==> config.mk <==
export PLATFORM = sky130hd
export DESIGN_NAME = hs_cdc_sync_array
export DESIGN_NICKNAME = d
export VERILOG_FILES = /design/src/rtl/hs_cdc_sync_array_pkg.sv /design/src/rtl/hs_cdc_sync_array_glitch_filter.sv /design/src/rtl/hs_cdc_sync_array.sv
export SDC_FILE = /design/constraint.sdc
export NUM_CORES = 1
export LEC_CHECK = 0
export ABC_AREA = 1
export ABC_CLOCK_PERIOD_IN_PS = 930
export CORE_ASPECT_RATIO = 2
export CORE_MARGIN = 1
export CORE_UTILIZATION = 30
export DETAILED_ROUTE_END_ITERATION = 10
export PLACE_DENSITY = 0.57
export SLEW_MARGIN = 5
export SYNTH_ARGS = -nofsm -noshare
export SYNTH_HDL_FRONTEND = slang
export SYNTH_SLANG_ARGS = --single-unit
==> constraint.sdc <==
create_clock -name clk -period 0.93 [get_ports clk]
set_clock_uncertainty 0.05 [all_clocks]
set_input_delay 0.279 -clock clk [delete_from_list [all_inputs] [get_ports clk]]
set_output_delay 0.279 -clock clk [all_outputs]
set_load 0.01 [all_outputs]
==> src/rtl/hs_cdc_sync_array_pkg.sv <==
// Shared limits and helpers for the hs_cdc synchroniser array.
package hs_cdc_pkg;

    localparam int unsigned HS_CDC_SYNC_STAGE_MIN = 2;
    localparam int unsigned HS_CDC_SYNC_STAGE_MAX = 32;
    localparam int unsigned HS_CDC_FILTER_LEN_MAX = 256;
    localparam int unsigned HS_CDC_CH_NUM_MAX     = 64;

    // Filter counter width; a length of 1 still needs a 1-bit counter.
    function automatic int unsigned hs_cdc_cnt_w(input int unsigned len);
        int unsigned w;
        w = 32'($clog2(len));
        return (w < 32'd1) ? 32'd1 : w;
    endfunction

endpackage

==> src/rtl/hs_cdc_sync_array_glitch_filter.sv <==
// Per-channel stability filter: accepts a new level after FILTER_LEN agreeing samples.
// Edge pulse registers are built only when HS_CDC_SYNC_EDGE_EN is defined.
module hs_cdc_glitch_filter
    import hs_cdc_pkg::*;
#(
    parameter int unsigned FILTER_LEN = 4,
    parameter logic        RESET_VAL  = 1'b0
) (
    input  logic clk,
    input  logic aresetn,
    input  logic sy_i,
    output logic dout_o,
    output logic rise_o,
    output logic fall_o
);

    localparam int unsigned      CNT_W   = hs_cdc_cnt_w(FILTER_LEN);
    localparam logic [CNT_W-1:0] CNT_MAX = CNT_W'(FILTER_LEN - 1);

    logic [CNT_W-1:0] cnt_q, cnt_d;
    logic             dout_q, dout_d;

    // Any agreement cycle throws away the partial run.
    always_comb begin
        cnt_d  = '0;
        dout_d = dout_q;
        if (sy_i != dout_q) begin
            if (cnt_q == CNT_MAX) begin
                dout_d = sy_i;
            end else begin
                cnt_d = cnt_q + CNT_W'(1);
            end
        end
    end

    always_ff @(posedge clk or negedge aresetn) begin
        if (!aresetn) begin
            cnt_q  <= '0;
            dout_q <= RESET_VAL;
        end else begin
            cnt_q  <= cnt_d;
            dout_q <= dout_d;
        end
    end

    assign dout_o = dout_q;

`ifdef HS_CDC_SYNC_EDGE_EN
    logic rise_q, fall_q;

    // Pulses land in the first cycle of the new dout level.
    always_ff @(posedge clk or negedge aresetn) begin
        if (!aresetn) begin
            rise_q <= 1'b0;
            fall_q <= 1'b0;
        end else begin
            rise_q <= dout_d & ~dout_q;
            fall_q <= ~dout_d & dout_q;
        end
    end

    assign rise_o = rise_q;
    assign fall_o = fall_q;
`else
    assign rise_o = 1'b0;
    assign fall_o = 1'b0;
`endif

endmodule

==> src/rtl/hs_cdc_sync_array.sv <==
// CH_NUM-wide async input synchroniser with per-channel glitch filter.
// Define HS_CDC_SYNC_EDGE_EN to build the rise/fall/chg edge outputs.
module hs_cdc_sync_array
    import hs_cdc_pkg::*;
#(
    parameter int unsigned       CH_NUM     = 8,
    parameter int unsigned       SYNC_STAGE = 2,
    parameter int unsigned       FILTER_LEN = 4,
    parameter logic [CH_NUM-1:0] RESET_VAL  = '0
) (
    input  logic              clk,
    input  logic              aresetn,
    input  logic [CH_NUM-1:0] din,
    output logic [CH_NUM-1:0] dout,
    output logic [CH_NUM-1:0] rise,
    output logic [CH_NUM-1:0] fall,
    output logic              chg
);

    if ((CH_NUM < 1) || (CH_NUM > HS_CDC_CH_NUM_MAX)) begin : g_bad_ch_num
        $error("hs_cdc_sync_array: CH_NUM out of range 1..64");
    end
    if ((SYNC_STAGE < HS_CDC_SYNC_STAGE_MIN) || (SYNC_STAGE > HS_CDC_SYNC_STAGE_MAX)) begin : g_bad_sync
        $error("hs_cdc_sync_array: SYNC_STAGE out of range 2..32");
    end
    if ((FILTER_LEN < 1) || (FILTER_LEN > HS_CDC_FILTER_LEN_MAX)) begin : g_bad_filt
        $error("hs_cdc_sync_array: FILTER_LEN out of range 1..256");
    end

    for (genvar i = 0; i < CH_NUM; i++) begin : g_ch
        (* async_reg = "true" *) logic [SYNC_STAGE-1:0] s_q;
        logic [SYNC_STAGE-1:0] s_d;

        // s_q[0] is the metastability-catching stage, MSB feeds the filter.
        always_comb begin
            s_d = {s_q[SYNC_STAGE-2:0], din[i]};
        end

        always_ff @(posedge clk or negedge aresetn) begin
            if (!aresetn) begin
                s_q <= {SYNC_STAGE{RESET_VAL[i]}};
            end else begin
                s_q <= s_d;
            end
        end

        hs_cdc_glitch_filter #(
            .FILTER_LEN (FILTER_LEN),
            .RESET_VAL  (RESET_VAL[i])
        ) u_filt (
            .clk     (clk),
            .aresetn (aresetn),
            .sy_i    (s_q[SYNC_STAGE-1]),
            .dout_o  (dout[i]),
            .rise_o  (rise[i]),
            .fall_o  (fall[i])
        );
    end

`ifdef HS_CDC_SYNC_EDGE_EN
    assign chg = |(rise | fall);
`else
    assign chg = 1'b0;
`endif

endmodule

==> results.ini <==
[setup_path]
timing.setup.critical_path_class=reg -> out
worst_setup_path_start_kind=register
critPathSlowestCell=sky130_fd_sc_hd__dfrtp_1
max_stage_delay_ns=0.39
crit_buf_inv=1
setup.worst_path.end_class=primary output
crit_chain=buf_2
critical_path.top_delay_family=flip-flops
worstPathRequired_ns=0.60
max_fanout_on_critical_path=2
crit_arrival_ns=0.81

[sta]
finish_stage_setup_viols=20
minimum_setup_slack_in_the_final_design_ns=-0.209
timing.fmax_mhz=878
final-max-slew-violation-count=0
finalHoldViolCount=0
min_period_ns=1.14
grt_setup_unrepaired=true
setup-tns-final_ns=-1.94
final.period_utilization_pct=122

[run_status]
run_status=complete, but fails checks
violations=negative setup slack

[synthesis]
synth_top_cell_area_share_pct=60.6
syn_avg_cell_area_um2=10.2
synth-seq-cells=40
synth_sequential_area_ratio_pct=60.6
synth_top_cells_by_area=sky130_fd_sc_hd__dfrtp_1, sky130_fd_sc_hd__buf_4, sky130_fd_sc_hd__nand2_1
syn_inst=162
mapped_cell_area_mm2=0.00165
synth.largest_area_cell=sky130_fd_sc_hd__dfrtp_1
post_synth_num_cell_types=9
synthesis.yosys.warnings=0

[floorplan]
fp.dieArea_mm2=0.00583
placement_rows=37
core_mm2=0.00523
floorplan.die.width_um=54.5
num_io_pins=35
fp.dieH_um=107
initial_core_util_pct=31.6

[global_route]
grt_start_max_net_pins=41
grt_first_pass_wirelength_um=3970
grt_antenna_before_repair=0
number_of_global_route_vias_before_repair=990
grt_remaining_overflow=0
global_route.usage.total_pct=9.84

[power_and_ir_drop]
total_power_per_unit_cell_area_mw_per_mm2=2860
power_leakage_nw=1.07
max-vdd-ir-drop_v=0.00130
overall_power_of_the_completed_layout_w=0.00613

[place]
gp_congestion=0.611
postPlaceCellArea_mm2=0.00186
place.port_buffers=17
place_inst=237
final_hpwl_dp_um=1550
post-place-ws_ns=-0.267

[clock_tree]
cts_made_buffers=5
clk_latency_ns=0.28
cts_tree=yes
cts.reportedPaths.clkPinSlew_ns=0.07
cts.root.buffer_cell=sky130_fd_sc_hd__clkbuf_8
max-clock-path-buffers=2
ctsHtreeMaxLevel=2
cts_sinks=40

[drt]
wirelength_um=2430
avgRoutedWirePerCell_um=9.68
vias=1010
detailedRoute.firstPassIterationCount=2
remaining_drc_errors=0
post_drt_via_cell_ratio=4.02
drt_iter0_markers=7
drt.antenna.violating_nets=0

[final_layout]
layout-drive-gt1-share_pct=33.7
most-common-layout-cells=sky130_fd_sc_hd__dfrtp_1, sky130_fd_sc_hd__nand2_1, sky130_fd_sc_hd__conb_1
multi_input_area_um2=574
post_layout_nonfiller_instances=251
nets=210
seq_area_mm2=0.00100
stdcell_area_mm2=0.00214
flow.area_growth_from_synthesis_pct=29.6
nFillCells=517
antenna_cells_inserted=0
most_common_cell_after_layout_fill_and_taps_aside=sky130_fd_sc_hd__dfrtp_1

[flow_run]
max-cap-violations=0

[min_path]
min-delay-path-class=reg -> reg

-- timing repair --
| item | in CTS | in global routing |
|---|---|---|
| endpoints found under the hold margin | 40 | 0 |
| setup endpoints to repair | 19 | 32 |
| pin swaps | 27 | 26 |
| setup buffers | 9 | 3 |
| gates resized for setup | 48 | 33 |
| hold buffers | 1 | 0 |
-- Yosys cell counts --
library cell	n
sky130_fd_sc_hd__nand2_1	32
sky130_fd_sc_hd__conb_1	1
sky130_fd_sc_hd__nor2_1	16
sky130_fd_sc_hd__or2_0	8
sky130_fd_sc_hd__inv_1	24
sky130_fd_sc_hd__o21ai_0	8
sky130_fd_sc_hd__buf_4	25
sky130_fd_sc_hd__ha_1	8
sky130_fd_sc_hd__dfrtp_1	40
-- cell type report --
type,instances,area share [%]
Inverter,24,4.32
Clock inverter,1,1.40
Clock buffer,7,4.50
Multi-Input combinational cell,89,26.8
Timing Repair Buffer,32,12.9
Tap cell,58,3.39
Sequential cell,40,46.7
-- power breakdown --
group / total (W) / internal [W] / switching (W)
combinational: 0.00206 / 0.00108 / 0.000984
sequential: 0.00256 / 0.00223 / 0.000331
clock: 0.00151 / 0.000946 / 0.000564
-- logic make-up after synthesis --
family                     count (synthesis)  share of synthesized area [%]
and+or+nand+nor                           56                           13.9
buffers and inverters                     49                           16.8
DFF                                       40                           60.6
AOI/OAI and AO/OA                          8                           2.42
adders and majority gates                  8                           6.06
other                                      1                          0.227
-- registers in the layout, summed over array words and instances (netlist names) --
register and count:
g_ch.s_q 16, g_ch.u_filt.cnt_q 16, g_ch.u_filt.dout_o 8
-- stage by stage --
stage | util (%) | hold slack [ns]
after detailed placement | 35.6 | 0.217
after global placement | 35.6 | 0.214
final | 40.9 | 0.300
after floorplan | - | -0.0666
after global routing | 40.9 | 0.312
after CTS | 38.7 | 0.302
-- worst paths after layout --
| path | from | endpoint | slack [ns] | cells past startpoint |
|---|---|---|---|---|
| worst max register to register | g_ch[3].u_filt.cnt_q[0] | g_ch[3].u_filt.cnt_q[0] | -0.06 | 3 |
| max in group asynchronous | aresetn | g_ch[7].u_filt.cnt_q[1] | 0.20 | 3 |
| worst max-delay path | g_ch[7].u_filt.dout_o | dout[7] | -0.21 | 1 |
| worst min register to register | g_ch[7].s_q[0] | g_ch[7].s_q[1] | 0.30 | 0 |
| worst min-delay path | g_ch[7].s_q[0] | g_ch[7].s_q[1] | 0.30 | 0 |
| min in group asynchronous | aresetn | g_ch[0].u_filt.dout_o | 0.43 | 3 |
-- routing by layer --
metal | GRT usage (%) | vias up | routed length [um]
met4 | 8.24 | 0 | 102
met2 | 16.5 | 28 | 1340
met5 | 0 | - | 0
met1 | 9.20 | 478 | 891
met3 | 2.55 | 6 | 93
li1 | - | 498 | -
Note: power is estimated with default switching activity, not from simulation.
